===== src/rtl/ccsds_123b2_selfcheck_sequencer.sv =====
// Campaign sequencer for the CCSDS-123 selfcheck wrapper: reset, init pulse, supervised run, repeat.
// Registered outputs (busy/done/pass decoded); abort ends a campaign one cycle later; no backpressure.
module ccsds_123b2_selfcheck_sequencer #(
    parameter int CNT_W        = 32,
    parameter int RESET_CYCLES = 128,
    parameter int RUN_TIMEOUT  = 218000,
    parameter int NUM_RUNS     = 4,
    parameter bit STOP_ON_FAIL = 1'b0,
    parameter int RUN_W        = $clog2(NUM_RUNS + 1)
) (
    input  logic             clk,
    input  logic             rst,
    input  logic             start,
    input  logic             abort,
    output logic             core_rst,
    output logic             core_init,
    input  logic             core_full_fin,
    input  logic             core_full_fail,
    input  logic             core_ref_fin,
    input  logic             core_ref_fail,
    input  logic             core_timeout,
    output logic             busy,
    output logic             done,
    output logic             pass,
    output logic             aborted,
    output logic [RUN_W-1:0] run_cnt,
    output logic [RUN_W-1:0] fail_cnt,
    output logic [3:0]       last_status
);

    typedef enum logic [2:0] {
        S_IDLE,
        S_RESET,
        S_INIT,
        S_RUN,
        S_DONE
    } state_t;

    localparam logic [CNT_W-1:0] RST_LAST = CNT_W'(RESET_CYCLES - 1);
    localparam logic [CNT_W-1:0] RUN_LAST = CNT_W'(RUN_TIMEOUT - 1);

    state_t           state_q;
    logic [CNT_W-1:0] cnt_q;
    logic [RUN_W-1:0] run_cnt_q;
    logic [RUN_W-1:0] fail_cnt_q;
    logic [3:0]       last_status_q;
    logic             aborted_q;
    logic             core_rst_q;
    logic             core_init_q;
    logic             full_fin_q;
    logic             ref_fin_q;
    logic             full_fail_q;
    logic             ref_fail_q;

    logic             full_fin_d;
    logic             ref_fin_d;
    logic             full_fail_d;
    logic             ref_fail_d;
    logic             completed;
    logic             wdog;
    logic             run_end;
    logic             run_fail;
    logic             campaign_end;
    logic [3:0]       status_d;
    logic [RUN_W-1:0] run_cnt_d;

    // End-of-run decode uses latched|current flags; only consumed while in RUN.
    always_comb begin
        full_fin_d   = full_fin_q  | core_full_fin;
        ref_fin_d    = ref_fin_q   | core_ref_fin;
        full_fail_d  = full_fail_q | core_full_fail;
        ref_fail_d   = ref_fail_q  | core_ref_fail;
        completed    = full_fin_d & ref_fin_d;
        wdog         = (cnt_q == RUN_LAST) & ~completed & ~core_timeout;
        status_d     = {wdog, core_timeout, ref_fail_d, full_fail_d};
        run_end      = completed | core_timeout | wdog;
        run_fail     = |status_d;
        run_cnt_d    = run_cnt_q + RUN_W'(1);
        campaign_end = (run_cnt_d == RUN_W'(NUM_RUNS)) | (STOP_ON_FAIL & run_fail);
    end

    always_ff @(posedge clk or posedge rst) begin
        if (rst) begin
            state_q       <= S_IDLE;
            cnt_q         <= '0;
            run_cnt_q     <= '0;
            fail_cnt_q    <= '0;
            last_status_q <= '0;
            aborted_q     <= 1'b0;
            core_rst_q    <= 1'b1;
            core_init_q   <= 1'b0;
            full_fin_q    <= 1'b0;
            ref_fin_q     <= 1'b0;
            full_fail_q   <= 1'b0;
            ref_fail_q    <= 1'b0;
        end else begin
            core_init_q <= 1'b0;
            case (state_q)
                S_IDLE, S_DONE: begin
                    if (start) begin
                        state_q       <= S_RESET;
                        cnt_q         <= '0;
                        run_cnt_q     <= '0;
                        fail_cnt_q    <= '0;
                        last_status_q <= '0;
                        aborted_q     <= 1'b0;
                        core_rst_q    <= 1'b1;
                    end
                end
                S_RESET: begin
                    if (abort) begin
                        state_q    <= S_DONE;
                        aborted_q  <= 1'b1;
                        core_rst_q <= 1'b1;
                    end else if (cnt_q == RST_LAST) begin
                        state_q     <= S_INIT;
                        core_rst_q  <= 1'b0;
                        core_init_q <= 1'b1;
                    end else begin
                        cnt_q <= cnt_q + CNT_W'(1);
                    end
                end
                S_INIT: begin
                    if (abort) begin
                        state_q    <= S_DONE;
                        aborted_q  <= 1'b1;
                        core_rst_q <= 1'b1;
                    end else begin
                        state_q     <= S_RUN;
                        cnt_q       <= '0;
                        full_fin_q  <= 1'b0;
                        ref_fin_q   <= 1'b0;
                        full_fail_q <= 1'b0;
                        ref_fail_q  <= 1'b0;
                    end
                end
                S_RUN: begin
                    if (abort) begin
                        state_q    <= S_DONE;
                        aborted_q  <= 1'b1;
                        core_rst_q <= 1'b1;
                    end else begin
                        full_fin_q  <= full_fin_d;
                        ref_fin_q   <= ref_fin_d;
                        full_fail_q <= full_fail_d;
                        ref_fail_q  <= ref_fail_d;
                        if (run_end) begin
                            run_cnt_q     <= run_cnt_d;
                            last_status_q <= status_d;
                            if (run_fail) begin
                                fail_cnt_q <= fail_cnt_q + RUN_W'(1);
                            end
                            cnt_q      <= '0;
                            core_rst_q <= 1'b1;
                            state_q    <= campaign_end ? S_DONE : S_RESET;
                        end else begin
                            cnt_q <= cnt_q + CNT_W'(1);
                        end
                    end
                end
                default: begin
                    state_q    <= S_IDLE;
                    core_rst_q <= 1'b1;
                end
            endcase
        end
    end

    assign core_rst    = core_rst_q;
    assign core_init   = core_init_q;
    assign run_cnt     = run_cnt_q;
    assign fail_cnt    = fail_cnt_q;
    assign last_status = last_status_q;
    assign aborted     = aborted_q;
    assign busy        = (state_q == S_RESET) | (state_q == S_INIT) | (state_q == S_RUN);
    assign done        = (state_q == S_DONE);
    assign pass        = done & (fail_cnt_q == '0) & ~aborted_q & (run_cnt_q == RUN_W'(NUM_RUNS));

endmodule

===== config.mk =====
export PLATFORM = sky130hd
export DESIGN_NAME = ccsds_123b2_selfcheck_sequencer
export DESIGN_NICKNAME = d
export VERILOG_FILES = /design/src/rtl/ccsds_123b2_selfcheck_sequencer.sv
export SDC_FILE = /design/constraint.sdc
export NUM_CORES = 1
export LEC_CHECK = 0
export BUFFER_PORTS_ARGS = -buffer_cell sky130_fd_sc_hd__buf_4
export CAP_MARGIN = 0
export CORE_MARGIN = 8
export CORE_UTILIZATION = 30
export CTS_CLUSTER_DIAMETER = 50
export CTS_CLUSTER_SIZE = 40
export DETAILED_ROUTE_END_ITERATION = 16
export GPL_TIMING_DRIVEN = 0
export PLACE_DENSITY = 0.5
export SKIP_LAST_GASP = 1
export SYNTH_ARGS = -nofsm -noshare
export SYNTH_HDL_FRONTEND = slang
export SYNTH_SLANG_ARGS = --single-unit

===== constraint.sdc =====
create_clock -name clk -period 3.7 [get_ports clk]
set_input_delay 0.185 -clock clk [delete_from_list [all_inputs] [get_ports clk]]
set_output_delay 0.185 -clock clk [all_outputs]
set_load 0.01 [all_outputs]

Word level (Yosys, flattened, before mapping)
Cells that the tools add are included.
Operators by class
  $add $sub $neg: 3
  eq/ne operators: 19
  mux-type cells: 48
  bitwise gates (word level): 17
  reduce and logical (&&, ||, !) cells: 16
Operator list (number)
  32-bit two-way mux: 6
  32-bit one-hot mux with 4 select lines: 1
  3-bit two-way mux: 13
  32-bit by 1-bit adder with 32-bit output (second input constant): 1
  32-bit by 18-bit == test with 1-bit output (second input constant): 1
  32-bit by 7-bit == test with 1-bit output (second input constant): 1
  2-bit inequality test (second input constant): 8
  1-bit two-way mux: 15
  4-bit two-way mux: 3
  3-bit one-hot mux with 2 select lines: 2
  3-bit one-hot mux with 4 select lines: 1
  1-bit one-hot mux with 2 select lines: 5
  3-bit == test (second input constant): 3
  3-bit AND reduction: 3
  1-bit OR: 8
  4-bit one-hot mux with 2 select lines: 1
  4-bit AND reduction: 2
  3-bit by 1-bit adder with 3-bit output (second input constant): 2
  1-bit bitwise AND: 6
  3-bit by 2-bit == test with 1-bit output (second input constant): 2
  3-bit logical NOT: 2
  3-bit inequality test (second input constant): 2
  6-bit AND reduction: 1
  2-bit nonzero test: 3
  9 further kinds: 11
Word-level totals
  register bits: 52
  bits of input ports: 9
  output and inout bits: 16
  word-level logic and storage cells: 115

Longest topological paths before layout
  depth in word-level cells: 10
  gate-level depth with buffers: 8
  gate-level depth less buffers: 6

Worst setup path before layout
Ideal clock, no wire load.
  path kind: register to register
  start: register cnt_q[13]
  end: register cnt_q[23]
  setup time: 130 ps
  arrival time: 2148 ps
  required time: 3570 ps
  path slack: 1423 ps
  stages on the path, launching flop included: 7
  path buffers: 1
  period minus slack after synthesis: 2277 ps
  cell sequence: dfrtp_1 -> or4_4 -> nor4_4 -> a311oi_4 -> nor3_4 -> buf_6 -> a21oi_1
Between the ends
  word-level cells in the longest chain between the ends: 7
  elaborated cells on any way between the ends: 13
  those cells by class: add/sub (1); eq/ne (3); mux (5); bitwise (3); reduce/logical (1)
Ends and longest elaborated chain
  from (decl): line 43  | logic [CNT_W-1:0] cnt_q;
  from (signal assigned): line 120  | cnt_q <= cnt_q + CNT_W'(1);
  from (signal assigned): line 157  | cnt_q <= cnt_q + CNT_W'(1);
  branches (longest 7 deep; another with 32-bit by 1-bit adder with 32-bit output)
Parallel ways; which one is timed is not known. The select of a mux whose other input is x is not followed.
A chain may end at the register's enable or synchronous reset.

Worst setup path after layout
  start: register cnt_q[12]
  end: register cnt_q[17]
The elaborated chain is that of the path after synthesis.

==> results.toml <==
[synth]
post-synth-top-area-cell = "dfrtp_1"
synth_warnings = 0
async_flop_share = 1.00
syn-instance-count = 323
syn_area_um2 = 3050
synth-seq-cells = 52
ys_types = 66
synthTopCellsByCount = "dfrtp_1, a21oi_1, nor2_1"
yosys_most_used_dff = "dfrtp_1"
yosysSeqAreaShare = 0.427
synth_top_area_frac = 0.419
syn-mean-instance-area_um2 = 9.44
yosys-top-cells-area = "dfrtp_1, a21oi_1, nor2_1"
synth_edf_count = 0
synth.most_common_cell = "dfrtp_1"
syn_nets = 338

[clocking]
post_cts_buffers = 0
clock_path_buffers = 2
cts_buffers = 5
cts_root_buffer = "clkbuf_8"
path_clk_slew_ns = 0.10
clk_latency_ns = 0.30
tritoncts = "yes"
clock-sinks = 52
cts_max_level = 2

[route]
drtPass1Iterations = 4
via_count = 2617
drc_errors = 0
drt_wl_total_um = 7880
vias_per_cell = 5.35
wl_per_cell_um = 16.1
ant_nets = 0
drtIter0Drc = 134

[hold_path]
hold_end = "full_fin_q$_DFFE_PP0P_"
min_from = "core_full_fin"
min_path_type = "primary input to register"
min_path_cells = 3

[sta]
worst_slew_pin_slew_ns = 1.03
timing.final.crit_share = 0.768
rsz0062_at_grt = "no"
fmaxAchievable_mhz = 352
finalSetupViolations = 0
final.setup_skew_ns = 0.00626
fin_crit_ns = 2.84
setup_tns_ns = 0
hold_violations = 0
finalMaxSlewViolations = 0
slew_headroom = 0.305

[worst_setup_path]
cp.required_ns = 3.88
path_class = "register to register"
endpoint_kind = "register"
r2r_setup_slack_ns = 0.86
worstRegToRegCells = 6
rr_endpoint = "cnt_q[17]$_DFFE_PP0P_"
worstReg2RegStart = "cnt_q[12]$_DFFE_PP0P_"
worst-endpoint-arrival_ns = 3.02
crit_path_max_fanout = 10
start_kind = "register"

[place]
place_congestion = 0.768
dp_hpwl_um = 5700
port_buffers = 23

[pwr]
p_leak_nw = 1.44
p_per_area_nw_per_um2 = 432
p_total_w = 0.00152
vdd_drop_max_mv = 0.184

[die]
rows = 36
die_area_um2 = 13600
design.core.area_um2 = 9820
initial_core_util = 0.310
die_w_um = 117
fp.dieH_um = 117
ios = 25

[global_route]
grt_usage = 0.123
grt_max_degree = 36
grt_pass1_wl_um = 13400
grt_overflow_total = 0
antenna_found_initial = 0
grt_pass1_vias = 2553

[finish]
drive_gt1_frac = 0.188
diodes = 0
area_growth_pct = 15.4
nets = 370

[run_status]
status = "finished clean"

[flow_run]
maxCapViolCount = 0
==> sequential cells by signal, indices dropped and copies added (netlist names) <==
| register | cells |
|---|---|
| aborted | 1 |
| cnt_q | 32 |
| core_init | 1 |
| core_rst | 1 |
| fail_cnt | 3 |
| full_fail_q | 1 |
| full_fin_q | 1 |
| last_status | 4 |
| ref_fail_q | 1 |
| ref_fin_q | 1 |
| run_cnt | 3 |
| state_q | 3 |
==> layout make-up <==
class	instances	area (µm²)
Sequential cell	52	1300
Tap cell	133	166
Fill cell	1051	6300
Clock buffer	8	100
Inverter	11	41.3
Timing Repair Buffer	25	203
Buffer	12	111
Multi-Input combinational cell	248	1590
==> critical path: stages (launching register included) <==
cell	delay, ns
dfrtp_1	0.43
or4_1	0.53
nor4_1	0.69
and4_2	0.43
clkbuf_1	0.38
or4_1	0.20
a21oi_1	0.06
==> cell usage in the layout, fill, tap and decap left out, types with 2 or more instances in the layout <==
| master | n |
|---|---|
| o2bb2ai_1 | 3 |
| nand4_1 | 11 |
| nor4_1 | 3 |
| xor2_1 | 6 |
| nand3_1 | 19 |
| nor2_2 | 2 |
| buf_6 | 6 |
| dfrtp_1 | 51 |
| ha_1 | 6 |
| o31ai_1 | 11 |
| clkbuf_1 | 4 |
| a21oi_1 | 28 |
| nor2_1 | 28 |
| or4_1 | 14 |
| nor3_1 | 3 |
| or3_1 | 15 |
| o211ai_1 | 2 |
| o21ai_1 | 3 |
| nand3b_1 | 2 |
| or2_2 | 5 |
| and2_1 | 3 |
| inv_1 | 10 |
| or4_4 | 2 |
| clkbuf_8 | 9 |
| a21oi_2 | 2 |
| nor2b_1 | 3 |
| and3_1 | 4 |
| a32o_1 | 2 |
| buf_4 | 23 |
| nand2_1 | 17 |
| o21ai_0 | 20 |
==> routing by layer <==
layer	wire length, µm	vias to the layer above	part of all wire	track usage
met5	0	-	0	0
met4	23	0	0.0029	0.0171
met3	391	2	0.050	0.0241
met2	3660	47	0.46	0.199
met1	3810	1286	0.48	0.169
li1	-	1282	-	-
==> stage by stage <==
| step | cells | setup WS [ns] | hold slack [ns] | instance area (µm²) | util |
|---|---|---|---|---|---|
| after global placement | 479 | 0.856 | 0.436 | 3390 | 0.345 |
| after CTS | 489 | 0.892 | 0.116 | 3520 | 0.358 |
| after detailed placement | 480 | 0.912 | 0.221 | 3410 | 0.347 |
| after global routing | 489 | 0.698 | 0.125 | 3520 | 0.358 |
| final | 489 | 0.859 | 0.123 | 3520 | 0.358 |
| after floorplan | 323 | 1.42 | 0.325 | 3050 | - |
==> cells by family (layout without fill, tap and decap cells) <==
logic type	count (synthesis)	in the layout	synth area share
AOI/OAI and AO/OA	88	88	0.190
and+or+nand+nor	146	146	0.284
muxes	2	2	0.00739
DFF	52	52	0.427
xor gates and xnor gates	6	6	0.0172
adders and majority gates	6	6	0.0246
buffers and inverters	23	56	0.0501
==> worst max-delay path by stage <==
stage / cells after the start / start / end
floorplan: 6 / cnt_q[13]$_DFFE_PP0P_ / cnt_q[23]$_DFFE_PP0P_
global placement: 6 / cnt_q[12]$_DFFE_PP0P_ / cnt_q[13]$_DFFE_PP0P_
detailed placement: 6 / cnt_q[12]$_DFFE_PP0P_ / cnt_q[17]$_DFFE_PP0P_
CTS: 6 / cnt_q[12]$_DFFE_PP0P_ / cnt_q[7]$_DFFE_PP0P_
global route: 7 / cnt_q[0]$_DFFE_PP0P_ / cnt_q[7]$_DFFE_PP0P_
finish: 6 / cnt_q[12]$_DFFE_PP0P_ / cnt_q[17]$_DFFE_PP0P_
==> report_power, final <==
part           total, W  internal, W  switching, W  leakage, nW
Sequential     0.000647     0.000610     0.0000366        0.718
Combinational  0.000512     0.000196      0.000316        0.672
Clock          0.000362     0.000171      0.000190       0.0515
Total           0.00152     0.000978      0.000542         1.44
==> what timing repair did <==
item	4_1_cts	5_1_grt
hold buffers	1	0
endpoints found under the setup margin	0	0
hold endpoints to repair	17	0
gates resized for setup	0	0
Power figures use the tool's default switching activity.
